**src/rtl/timegen_snapshot_fifo_pkg.sv**
```systemverilog
// Shared widths, entry layout and helpers for the time-generator snapshot FIFO.
package timegen_snapshot_fifo_pkg;

  localparam int SNAP_DEPTH_LOG2  = 3;
  localparam int SNAP_OVF_WIDTH   = 16;
  localparam int SNAP_ENTRY_WIDTH = 96;

  // One captured snapshot; intr_cnt occupies the top word.
  typedef struct packed {
    logic [31:0] intr_cnt;
    logic [31:0] time_1;
    logic [31:0] time_0;
  } snap_entry_t;

  // Level counter update selected by the accepted write/pop pair.
  typedef enum logic [1:0] {
    LVL_HOLD = 2'b00,
    LVL_DEC  = 2'b01,
    LVL_INC  = 2'b10,
    LVL_SWAP = 2'b11
  } level_op_e;

  function automatic snap_entry_t pack_entry(input logic [31:0] intr_cnt,
                                             input logic [31:0] time_1,
                                             input logic [31:0] time_0);
    snap_entry_t e;
    e.intr_cnt = intr_cnt;
    e.time_1   = time_1;
    e.time_0   = time_0;
    return e;
  endfunction

endpackage

```
**src/rtl/timegen_snapshot_fifo_if.sv**
```systemverilog
// Capture/drain bus between the time generator + CPU side and the snapshot FIFO.
interface timegen_snapshot_fifo_if #(
  parameter int DEPTH_LOG2 = 3,
  parameter int OVF_WIDTH  = 16
);

  logic                  snap_enable;
  logic                  fix_pulse;
  logic [31:0]           time_0;
  logic [31:0]           time_1;
  logic [31:0]           intr_cnt;
  logic                  rd_pop;
  logic                  ovf_clear;

  logic [31:0]           rd_time_0;
  logic [31:0]           rd_time_1;
  logic [31:0]           rd_intr_cnt;
  logic [DEPTH_LOG2:0]   fifo_level;
  logic                  fifo_empty;
  logic                  fifo_full;
  logic                  ovf_flag;
  logic [OVF_WIDTH-1:0]  ovf_cnt;
  logic                  intr_release;

  // Producer / CPU side.
  modport master (
    output snap_enable, fix_pulse, time_0, time_1, intr_cnt, rd_pop, ovf_clear,
    input  rd_time_0, rd_time_1, rd_intr_cnt, fifo_level, fifo_empty, fifo_full,
           ovf_flag, ovf_cnt, intr_release
  );

  // FIFO side.
  modport slave (
    input  snap_enable, fix_pulse, time_0, time_1, intr_cnt, rd_pop, ovf_clear,
    output rd_time_0, rd_time_1, rd_intr_cnt, fifo_level, fifo_empty, fifo_full,
           ovf_flag, ovf_cnt, intr_release
  );

endinterface

```
**src/rtl/timegen_snapshot_fifo_mem.sv**
```systemverilog
// Snapshot storage: one synchronous write port, one asynchronous read port,
// no reset so it maps onto distributed RAM.
module timegen_snapshot_fifo_mem
  import timegen_snapshot_fifo_pkg::*;
#(
  parameter int DEPTH_LOG2 = SNAP_DEPTH_LOG2
) (
  input  logic                        clk,
  input  logic                        i_we,
  input  logic [DEPTH_LOG2-1:0]       i_waddr,
  input  logic [SNAP_ENTRY_WIDTH-1:0] i_wdata,
  input  logic [DEPTH_LOG2-1:0]       i_raddr,
  output logic [SNAP_ENTRY_WIDTH-1:0] o_rdata
);

  localparam int LP_DEPTH = 1 << DEPTH_LOG2;

  logic [SNAP_ENTRY_WIDTH-1:0] r_mem [LP_DEPTH];

  // Write port: store the entry at the write pointer.
  always_ff @(posedge clk) begin
    if (i_we) begin
      r_mem[i_waddr] <= i_wdata;
    end
  end

  assign o_rdata = r_mem[i_raddr];

endmodule

```
**src/rtl/timegen_snapshot_fifo.sv**
```systemverilog
// Show-ahead snapshot FIFO behind the time generator. Captures
// {intr_cnt, time_1, time_0} on fix_pulse, lets the CPU drain it with rd_pop,
// counts dropped captures, and pulses intr_release when the CPU empties it.
module timegen_snapshot_fifo
  import timegen_snapshot_fifo_pkg::*;
#(
  parameter int DEPTH_LOG2 = SNAP_DEPTH_LOG2,
  parameter int OVF_WIDTH  = SNAP_OVF_WIDTH
) (
  input  logic                   clk,
  input  logic                   reset_n,
  timegen_snapshot_fifo_if.slave bus
);

  localparam logic [DEPTH_LOG2:0] LP_FULL_LEVEL = {1'b1, {DEPTH_LOG2{1'b0}}};

  logic [DEPTH_LOG2-1:0] r_wr_ptr;
  logic [DEPTH_LOG2-1:0] r_rd_ptr;
  logic [DEPTH_LOG2:0]   r_level;
  logic                  r_ovf_flag;
  logic [OVF_WIDTH-1:0]  r_ovf_cnt;
  logic                  r_intr_release;

  logic                  w_empty;
  logic                  w_full;
  logic                  w_push;
  logic                  w_pop;
  logic                  w_drop;
  logic                  w_wr_en;
  level_op_e             w_level_op;
  snap_entry_t           w_wr_entry;
  snap_entry_t           w_rd_entry;

  assign w_empty = (r_level == '0);
  assign w_full  = (r_level == LP_FULL_LEVEL);

  // A pop on an empty queue is ignored, so empty+push+pop reduces to a push.
  assign w_push  = bus.snap_enable & bus.fix_pulse;
  assign w_pop   = bus.snap_enable & bus.rd_pop & ~w_empty;
  // When full, a same-cycle pop frees the slot the push needs.
  assign w_drop  = w_push & w_full & ~w_pop;
  assign w_wr_en = w_push & ~w_drop;

  assign w_level_op = level_op_e'({w_wr_en, w_pop});
  assign w_wr_entry = pack_entry(bus.intr_cnt, bus.time_1, bus.time_0);

  timegen_snapshot_fifo_mem #(
    .DEPTH_LOG2 (DEPTH_LOG2)
  ) u_mem (
    .clk     (clk),
    .i_we    (w_wr_en),
    .i_waddr (r_wr_ptr),
    .i_wdata (w_wr_entry),
    .i_raddr (r_rd_ptr),
    .o_rdata (w_rd_entry)
  );

  // Pointers and level; dropping snap_enable flushes on the next edge.
  always_ff @(posedge clk or negedge reset_n) begin
    if (!reset_n) begin
      r_wr_ptr <= '0;
      r_rd_ptr <= '0;
      r_level  <= '0;
    end else if (!bus.snap_enable) begin
      r_wr_ptr <= '0;
      r_rd_ptr <= '0;
      r_level  <= '0;
    end else begin
      if (w_wr_en) begin
        r_wr_ptr <= r_wr_ptr + DEPTH_LOG2'(1);
      end
      if (w_pop) begin
        r_rd_ptr <= r_rd_ptr + DEPTH_LOG2'(1);
      end
      case (w_level_op)
        LVL_INC: r_level <= r_level + (DEPTH_LOG2 + 1)'(1);
        LVL_DEC: r_level <= r_level - (DEPTH_LOG2 + 1)'(1);
        default: r_level <= r_level;
      endcase
    end
  end

  // Overflow bookkeeping; a clear beats a simultaneous drop, and a flush keeps it.
  always_ff @(posedge clk or negedge reset_n) begin
    if (!reset_n) begin
      r_ovf_flag <= 1'b0;
      r_ovf_cnt  <= '0;
    end else if (bus.ovf_clear) begin
      r_ovf_flag <= 1'b0;
      r_ovf_cnt  <= '0;
    end else if (w_drop) begin
      r_ovf_flag <= 1'b1;
      if (r_ovf_cnt != '1) begin
        r_ovf_cnt <= r_ovf_cnt + OVF_WIDTH'(1);
      end
    end
  end

  // One-cycle release pulse when the CPU pops the last entry and nothing refills it.
  always_ff @(posedge clk or negedge reset_n) begin
    if (!reset_n) begin
      r_intr_release <= 1'b0;
    end else begin
      r_intr_release <= w_pop & ~w_push & (r_level == (DEPTH_LOG2 + 1)'(1));
    end
  end

  assign bus.rd_time_0    = w_empty ? '0 : w_rd_entry.time_0;
  assign bus.rd_time_1    = w_empty ? '0 : w_rd_entry.time_1;
  assign bus.rd_intr_cnt  = w_empty ? '0 : w_rd_entry.intr_cnt;
  assign bus.fifo_level   = r_level;
  assign bus.fifo_empty   = w_empty;
  assign bus.fifo_full    = w_full;
  assign bus.ovf_flag     = r_ovf_flag;
  assign bus.ovf_cnt      = r_ovf_cnt;
  assign bus.intr_release = r_intr_release;

endmodule
```
**src/flat_wrapper.sv**
```systemverilog
// flat-port wrapper written by rule: the top's interface ports become plain ports
module timegen_snapshot_fifo_flat import timegen_snapshot_fifo_pkg::*;
#(
  parameter int DEPTH_LOG2 = SNAP_DEPTH_LOG2,
  parameter int OVF_WIDTH  = SNAP_OVF_WIDTH
)
  (clk, reset_n, bus_snap_enable, bus_fix_pulse, bus_time_0, bus_time_1, bus_intr_cnt, bus_rd_pop, bus_ovf_clear, bus_rd_time_0, bus_rd_time_1, bus_rd_intr_cnt, bus_fifo_level, bus_fifo_empty, bus_fifo_full, bus_ovf_flag, bus_ovf_cnt, bus_intr_release);
  timegen_snapshot_fifo_if #(.DEPTH_LOG2(DEPTH_LOG2), .OVF_WIDTH(OVF_WIDTH)) bus_i ();
  input  logic clk;
  input  logic reset_n;
  input wire logic [$bits(bus_i.snap_enable)-1:0] bus_snap_enable;
  input wire logic [$bits(bus_i.fix_pulse)-1:0] bus_fix_pulse;
  input wire logic [$bits(bus_i.time_0)-1:0] bus_time_0;
  input wire logic [$bits(bus_i.time_1)-1:0] bus_time_1;
  input wire logic [$bits(bus_i.intr_cnt)-1:0] bus_intr_cnt;
  input wire logic [$bits(bus_i.rd_pop)-1:0] bus_rd_pop;
  input wire logic [$bits(bus_i.ovf_clear)-1:0] bus_ovf_clear;
  output wire logic [$bits(bus_i.rd_time_0)-1:0] bus_rd_time_0;
  output wire logic [$bits(bus_i.rd_time_1)-1:0] bus_rd_time_1;
  output wire logic [$bits(bus_i.rd_intr_cnt)-1:0] bus_rd_intr_cnt;
  output wire logic [$bits(bus_i.fifo_level)-1:0] bus_fifo_level;
  output wire logic [$bits(bus_i.fifo_empty)-1:0] bus_fifo_empty;
  output wire logic [$bits(bus_i.fifo_full)-1:0] bus_fifo_full;
  output wire logic [$bits(bus_i.ovf_flag)-1:0] bus_ovf_flag;
  output wire logic [$bits(bus_i.ovf_cnt)-1:0] bus_ovf_cnt;
  output wire logic [$bits(bus_i.intr_release)-1:0] bus_intr_release;
  assign bus_i.snap_enable = bus_snap_enable;
  assign bus_i.fix_pulse = bus_fix_pulse;
  assign bus_i.time_0 = bus_time_0;
  assign bus_i.time_1 = bus_time_1;
  assign bus_i.intr_cnt = bus_intr_cnt;
  assign bus_i.rd_pop = bus_rd_pop;
  assign bus_i.ovf_clear = bus_ovf_clear;
  assign bus_rd_time_0 = bus_i.rd_time_0;
  assign bus_rd_time_1 = bus_i.rd_time_1;
  assign bus_rd_intr_cnt = bus_i.rd_intr_cnt;
  assign bus_fifo_level = bus_i.fifo_level;
  assign bus_fifo_empty = bus_i.fifo_empty;
  assign bus_fifo_full = bus_i.fifo_full;
  assign bus_ovf_flag = bus_i.ovf_flag;
  assign bus_ovf_cnt = bus_i.ovf_cnt;
  assign bus_intr_release = bus_i.intr_release;
  timegen_snapshot_fifo #(.DEPTH_LOG2(DEPTH_LOG2), .OVF_WIDTH(OVF_WIDTH)) u_core (.clk(clk), .reset_n(reset_n), .bus(bus_i));
endmodule
```
**config.mk**
```make
export PLATFORM = sky130hd
export DESIGN_NAME = timegen_snapshot_fifo_flat
export DESIGN_NICKNAME = d
export VERILOG_FILES = /design/src/rtl/timegen_snapshot_fifo_pkg.sv /design/src/rtl/timegen_snapshot_fifo_if.sv /design/src/rtl/timegen_snapshot_fifo_mem.sv /design/src/rtl/timegen_snapshot_fifo.sv /design/src/flat_wrapper.sv
export SDC_FILE = /design/constraint.sdc
export NUM_CORES = 1
export LEC_CHECK = 0
export ABC_AREA = 1
export BUFFER_PORTS_ARGS = -buffer_cell sky130_fd_sc_hd__buf_2
export CORE_MARGIN = 5
export CORE_UTILIZATION = 48
export CTS_CLUSTER_SIZE = 10
export DETAILED_ROUTE_END_ITERATION = 7
export GPL_TIMING_DRIVEN = 0
export PLACE_DENSITY = 0.65
export SLEW_MARGIN = 40
export SYNTH_ARGS = -nofsm -noshare
export SYNTH_HDL_FRONTEND = slang
export SYNTH_HIERARCHICAL = 1
export SYNTH_SLANG_ARGS = --single-unit
```
**constraint.sdc**
```tcl
create_clock -name clk -period 8.9 [get_ports clk]
set_input_delay 1.78 -clock clk [delete_from_list [all_inputs] [get_ports clk]]
set_output_delay 1.78 -clock clk [all_outputs]
set_load 0.03 [all_outputs]
```
# == Yosys cells after proc, flatten, opt, wreduce, memory -nomap -nowiden ==
# Memory sizes are Yosys's and may differ from the RTL's.
# Cells that the tools add are included.
# word_totals
inputBits,102
word_cells,52
out_inout_bits,120
register_bits,28
ramBits,768
mem_count,1
# memory_table
name,depth,word_bits,rd,rd_ports_with_merged_regs,write_ports,line,text
u_core.u_mem.r_mem,8,96,1,0,1,timegen_snapshot_fifo_mem.sv:18,logic [SNAP_ENTRY_WIDTH-1:0] r_mem [LP_DEPTH];
# op_classes
add_sub_neg,5
muxes,16
bitwise_logic,12
reduce_logical,4
n_eq_ne,8
# ops
op,count
32-bit 2-to-1 mux,3
16-bit 2-to-1 mux,3
"16-bit by 1-bit adder with 16-bit output, second input constant",1
"16-bit inequality test, second input constant",1
3-bit 2-to-1 mux,4
1-bit bitwise AND,8
4-bit case mux with 2 select lines,1
"3-bit by 1-bit adder with 3-bit output, second input constant",2
"4-bit by 1-bit adder with 4-bit output, second input constant",1
"4-bit by 1-bit equality test with 1-bit output, second input constant",1
"4-bit equality test, second input constant",1
4-bit zero test,1
1-bit 2-to-1 mux,4
4-bit 2-to-1 mux,1
"2-bit by 1-bit inequality test with 1-bit output, second input constant",2
1-bit NOT,4
2-bit nonzero test,2
"4-bit by 1-bit subtractor with 4-bit output, second input constant",1
"3-bit by 1-bit inequality test with 1-bit output, second input constant",1
"2-bit by 1-bit equality test with 1-bit output, second input constant",1
"2-bit equality test, second input constant",1
2-bit AND reduction,1

# == Depth between registers and ports, before layout ==
# logic_depth
word_depth,10
depth_mapped,11
mapped_depth_nobuf,10

# == Cells and area by module ==
# Netlist, hierarchy kept.
# modules_own_cells
module,area_each_um2,n_inst,cells_per_inst,seq_area_each_um2
timegen_snapshot_fifo_mem,33618.5,1,3336,23062.1
timegen_snapshot_fifo,2517.4,1,453,700.7

# == Worst setup path before layout ==
# Ideal clock, no wire load.
# synth_timing
path_kind,input-to-reg
startpoint,input port bus_fix_pulse
endpoint,"memory u_core.u_mem.r_mem[1][0], enable pin"
arrival_ps,6349
setup_ps,552
n_path_buf,0
path_stages,7
setup_slack_ps,1999
t_required_ps,8348
cell_sequence,nand2_1 -> inv_1 -> nand3_1 -> nand2_1 -> inv_1 -> nand2_1 -> nor2_1
# synth_between
elab_chain_len,7
# synth_lines
element,line,text
"start, declared",flat_wrapper.sv:12,input wire logic [$bits(bus_i.fix_pulse)-1:0] bus_fix_pulse;
1-bit bitwise AND (*),timegen_snapshot_fifo.sv:38,assign w_push = bus.snap_enable & bus.fix_pulse;
1-bit bitwise AND (2 in a row),timegen_snapshot_fifo.sv:41,assign w_drop = w_push & w_full & ~w_pop;
1-bit NOT,timegen_snapshot_fifo.sv:42,assign w_wr_en = w_push & ~w_drop;
1-bit bitwise AND (*),timegen_snapshot_fifo.sv:42,
named net u_core.w_wr_en,timegen_snapshot_fifo.sv:29,logic w_wr_en;
1-bit 2-to-1 mux (*),timegen_snapshot_fifo_mem.sv:22,if (i_we) begin
1-bit 2-to-1 mux (not written as such) (*),timegen_snapshot_fifo_mem.sv:23,r_mem[i_waddr] <= i_wdata;
"end, declared",timegen_snapshot_fifo_mem.sv:18,
# Mark *: on every way through the listed nets, which the timed path passes. The rest lies on a longest branch.

# == Worst setup path after layout ==
# layout_timing
startpoint,"register u_core.r_level[0], in the netlist u_core/bus.fifo_level[0]"
endpoint,output port bus_rd_intr_cnt[20]
# layout_between
elab_chain_len,2
# layout_lines
element,line,text
"start, declared",timegen_snapshot_fifo.sv:19,logic [DEPTH_LOG2:0] r_level;
"start signal, assigned",timegen_snapshot_fifo.sv:76,LVL_INC: r_level <= r_level + (DEPTH_LOG2 + 1)'(1);
"start signal, assigned",timegen_snapshot_fifo.sv:77,LVL_DEC: r_level <= r_level - (DEPTH_LOG2 + 1)'(1);
"start signal, assigned",timegen_snapshot_fifo.sv:78,default: r_level <= r_level;
4-bit zero test,timegen_snapshot_fifo.sv:34,assign w_empty = (r_level == '0);
32-bit 2-to-1 mux,timegen_snapshot_fifo.sv:110,assign bus.rd_intr_cnt = w_empty ? '0 : w_rd_entry.intr_cnt;
"end, declared",flat_wrapper.sv:20,output wire logic [$bits(bus_i.rd_intr_cnt)-1:0] bus_rd_intr_cnt;
# Every way passes these cells.

==> results_tabular.tex <==
\begin{tabular}{lr}
\hline
Metric & Value \\
\hline
\multicolumn{2}{l}{\textbf{Synth}} \\
\quad Leading post-synthesis cells by instance count & 1330 x nand2\_1, 898 x inv\_1, 768 x edfxtp\_1 \\
\quad Top cell type by total area after synthesis & edfxtp\_1 \\
\quad Share of flip-flops with an asynchronous set or reset after synthesis & 3.52\% \\
\quad Count of different cell masters after synthesis & 24 \\
\quad Yosys warning count & 6 \\
\quad Cell with the most instances after synthesis & nand2\_1 \\
\quad Total of flip-flops plus latches after synthesis & 796 \\
\quad Syn\_area\_per\_cell & 9.54 um2 \\
\quad Post-synthesis instance area & 36100 um2 \\
\quad Area share of the largest cell type after synthesis & 63.8\% \\
\quad Net count after synthesis & 3897 \\
\quad Portion of the post-synthesis area used by sequential elements & 65.8\% \\
\quad Largest cells by area after synthesis & edfxtp\_1 64\%, nand2\_1 14\%, inv\_1 9.3\% \\
\quad Synthesized instance count & 3789 \\
\quad Post-synth EDFFs & 768 \\
\quad Top\_reg\_cell synth & edfxtp\_1 \\
\multicolumn{2}{l}{\textbf{Cells and area}} \\
\quad P\&R area growth vs syn & 17.4\% \\
\quad Final core utilization & 56.9\% \\
\quad Fin nets & 4268 \\
\quad Count of non-filler cells in the finished layout & 5172 \\
\quad Design area & 42400 um2 \\
\quad \# fillers & 6293 \\
\quad Share of post-route cells with drive strength above 1 & 12.7\% \\
\quad Footprint of the flip-flops and latches & 23800 um2 \\
\quad Multi-input gate area & 7990 um2 \\
\multicolumn{2}{l}{\textbf{Timing}} \\
\quad Hold Fails Final Rpt & 0 \\
\quad Tcrit/Tclk final & 56.5\% \\
\quad Post-route setup TNS & 0 ns \\
\quad Worst clock skew & 0.0158 ns \\
\quad Slew Limit Headroom & 55.1\% \\
\quad PnR worst setup slack & 3.88 ns \\
\quad Unrepaired setup endpoints after global routing & no \\
\quad Tightest Pin Transition & 0.673 ns \\
\quad Final-report max-slew violation count & 0 \\
\quad Final setup violation count & 0 \\
\quad Achievable frequency & 199 MHz \\
\quad Minimum period implied by the final worst setup slack & 5.02 ns \\
\quad Worst hold slack & 0.491 ns \\
\multicolumn{2}{l}{\textbf{Die}} \\
\quad Effective utilization at floorplan & 48.5\% \\
\quad X dimension of the die & 284 um \\
\quad Standard cell core area & 74600 um2 \\
\quad Height of the die & 284 um \\
\quad Floorplan die area & 80900 um2 \\
\quad Cell row count & 100 \\
\quad Number of placed I/O pins & 222 \\
\multicolumn{2}{l}{\textbf{Clock tree}} \\
\quad Maximum number of buffers from clock root to sink & 3 \\
\quad Depth of the CTS H-tree & 3 \\
\quad Hold\_buf cts & 0 \\
\quad Root buffer cell & clkbuf\_16 \\
\quad Total clock buffers created by CTS & 91 \\
\quad CTS clk-pin slew, worst paths & 0.06 ns \\
\quad Clk\_lat worst skew & 0.64 ns \\
\quad CTS tree & yes \\
\quad Setup bufs post-CTS & 0 \\
\quad Clock tree sinks & 796 \\
\quad Cts repair resizes & 0 \\
\multicolumn{2}{l}{\textbf{Worst setup path}} \\
\quad Worst setup path start & u\_core/bus.fifo\_level[0] \\
\quad Data required time at the worst endpoint & 7.12 ns \\
\quad CP Launch Type & register \\
\quad Critical Path Sink Type & output port \\
\quad Worst Setup Path Type & register to output port \\
\quad Signal arrival time at the worst endpoint & 3.24 ns \\
\quad Reg2Reg Launch Point & u\_core/bus.fifo\_level[0] \\
\quad Critical-path maximum fanout & 10 \\
\multicolumn{2}{l}{\textbf{Worst hold path}} \\
\quad Hold Startpoint & u\_core/r\_rd\_ptr[2] \\
\quad Worst min-delay path category & register to register \\
\multicolumn{2}{l}{\textbf{Place}} \\
\quad Routability congestion estimate from global placement & 0.823 \\
\quad Dpl cells & 5036 \\
\quad Post-placement setup slack & 4.47 ns \\
\quad Half-perimeter wire length after placement & 62700 um \\
\quad Input/output buffers & 221 \\
\quad Placed Area & 39800 um2 \\
\multicolumn{2}{l}{\textbf{Drt}} \\
\quad Via count & 25.3k \\
\quad Pre-Repair DR Iteration Count & 5 \\
\quad Drt drc & 0 \\
\quad Per-cell via count in the routed design & 4.89 \\
\quad DRC marker count from the first detailed-route iteration & 1909 \\
\quad Total Wirelength & 93900 um \\
\quad Residual antenna-violating net count after detailed routing & 0 \\
\quad Drt wl/cell & 18.1 um \\
\multicolumn{2}{l}{\textbf{Flow run}} \\
\quad Max capacitance violation total & 0 \\
\multicolumn{2}{l}{\textbf{Pwr}} \\
\quad Leakage component of the power & 20.1 nW \\
\quad Worst voltage drop across the vdd grid & 0.165 mV \\
\quad Total chip power & 10.5 mW \\
\quad Total power density per cell area & 248 nW/um2 \\
\multicolumn{2}{l}{\textbf{Global route}} \\
\quad Wire length of the first global-routing pass & 142000 um \\
\quad Largest net degree at the start of global routing & 29 \\
\quad Number of antenna violations at the first check in global routing & 20 \\
\quad Global routing usage summed across all routing layers & 22.8\% \\
\quad Total congestion overflow after global routing & 0 \\
\quad Number of global-route vias before repair & 24.4k \\
\multicolumn{2}{l}{\textbf{Run status}} \\
\quad Result of the run & finished, final reports clean \\
\hline
\end{tabular}
## logic make-up after synthesis
family                     count (synthesis)  share of synthesized area, %
xor gates and xnor gates                  10                         0.242
buffers and inverters                   1063                          12.3
AOI/OAI and AO/OA                         21                         0.291
and+or+nand+nor                         1893                          21.2
adders and majority gates                  6                         0.208
DFF                                      796                          65.8
## worst max-delay path, stage by stage, from the launching register on
cell and delay, ns:
dfrtp_1 0.42, inv_1 0.13, ha_1 0.25, nand2_2 0.11, inv_2 0.38, buf_2 0.53, buf_2 0.39, nor2_1 0.17
buf_2 0.21
## state kept, by name, indices dropped and copies added (netlist names)
name	count
u_core/bus.ovf_flag	1
u_core/u_mem/r_mem	768
u_core/bus.ovf_cnt	16
u_core/bus.fifo_level	4
u_core/r_wr_ptr	3
u_core/bus.intr_release	1
u_core/r_rd_ptr	3
## final timing paths
kind | depth (start not counted) | end | slack [ns]
hold reg to reg | 1 | u_core/r_rd_ptr[2] | 0.49
setup / recovery | 8 | bus_rd_intr_cnt[20] | 3.88
max in group asynchronous | 1 | u_core/bus.ovf_cnt[2] | 7.30
setup reg to reg | 13 | u_core/u_mem/r_mem[5][66] | 5.65
hold / removal | 1 | u_core/r_rd_ptr[2] | 0.49
min in group asynchronous | 1 | u_core/r_rd_ptr[2] | 1.18
## cell usage in the layout, fill, tap and decap left out
cell type  count
buf_2        305
buf_6         44
edfxtp_1     768
clkinv_2       1
nand4_1        5
buf_8         20
inv_1        898
nor2_2         1
nor2_1       127
o21ai_0       18
clkinv_1       2
clkbuf_16     94
buf_16        37
a21oi_1        3
inv_16         1
xor2_1         7
nand2_2        3
bufinv_16      2
nand2_1     1330
buf_1          3
buf_4          5
diode_2       13
xnor2_1        3
inv_2          2
inv_6          2
inv_4          1
clkinv_8       1
clkbuf_1      44
ha_1           6
nand3_1      415
nand3_2        1
nor2_4         8
clkbuf_8       2
or2_2          1
nor3_1         2
dfrtp_1       28
## final cells by class
class | count | area share, %
antenna | 13 | 0.0767
buffer | 162 | 2.50
clock buffer | 114 | 5.77
clock inverter | 9 | 0.298
inverter | 901 | 7.97
multi-input combinational | 1930 | 18.8
sequential | 796 | 56.0
tap | 969 | 2.86
timing repair buffer | 278 | 5.71
## power by group
part,internal (mW),switching [mW],total [mW]
Combinational,0.832,2.16,2.99
Sequential,4.19,0.0270,4.21
Clock,1.96,1.38,3.34
## routing by layer
metal  vias up  wire length [um]  GRT usage [%]
met5         -               114              0
met4        18              2100           7.02
met3       149              6870           4.54
met2       827             46300           39.5
met1     11900             38500           29.3
li1      12400                 -              -
Note: power is estimated with default switching activity, not from simulation.
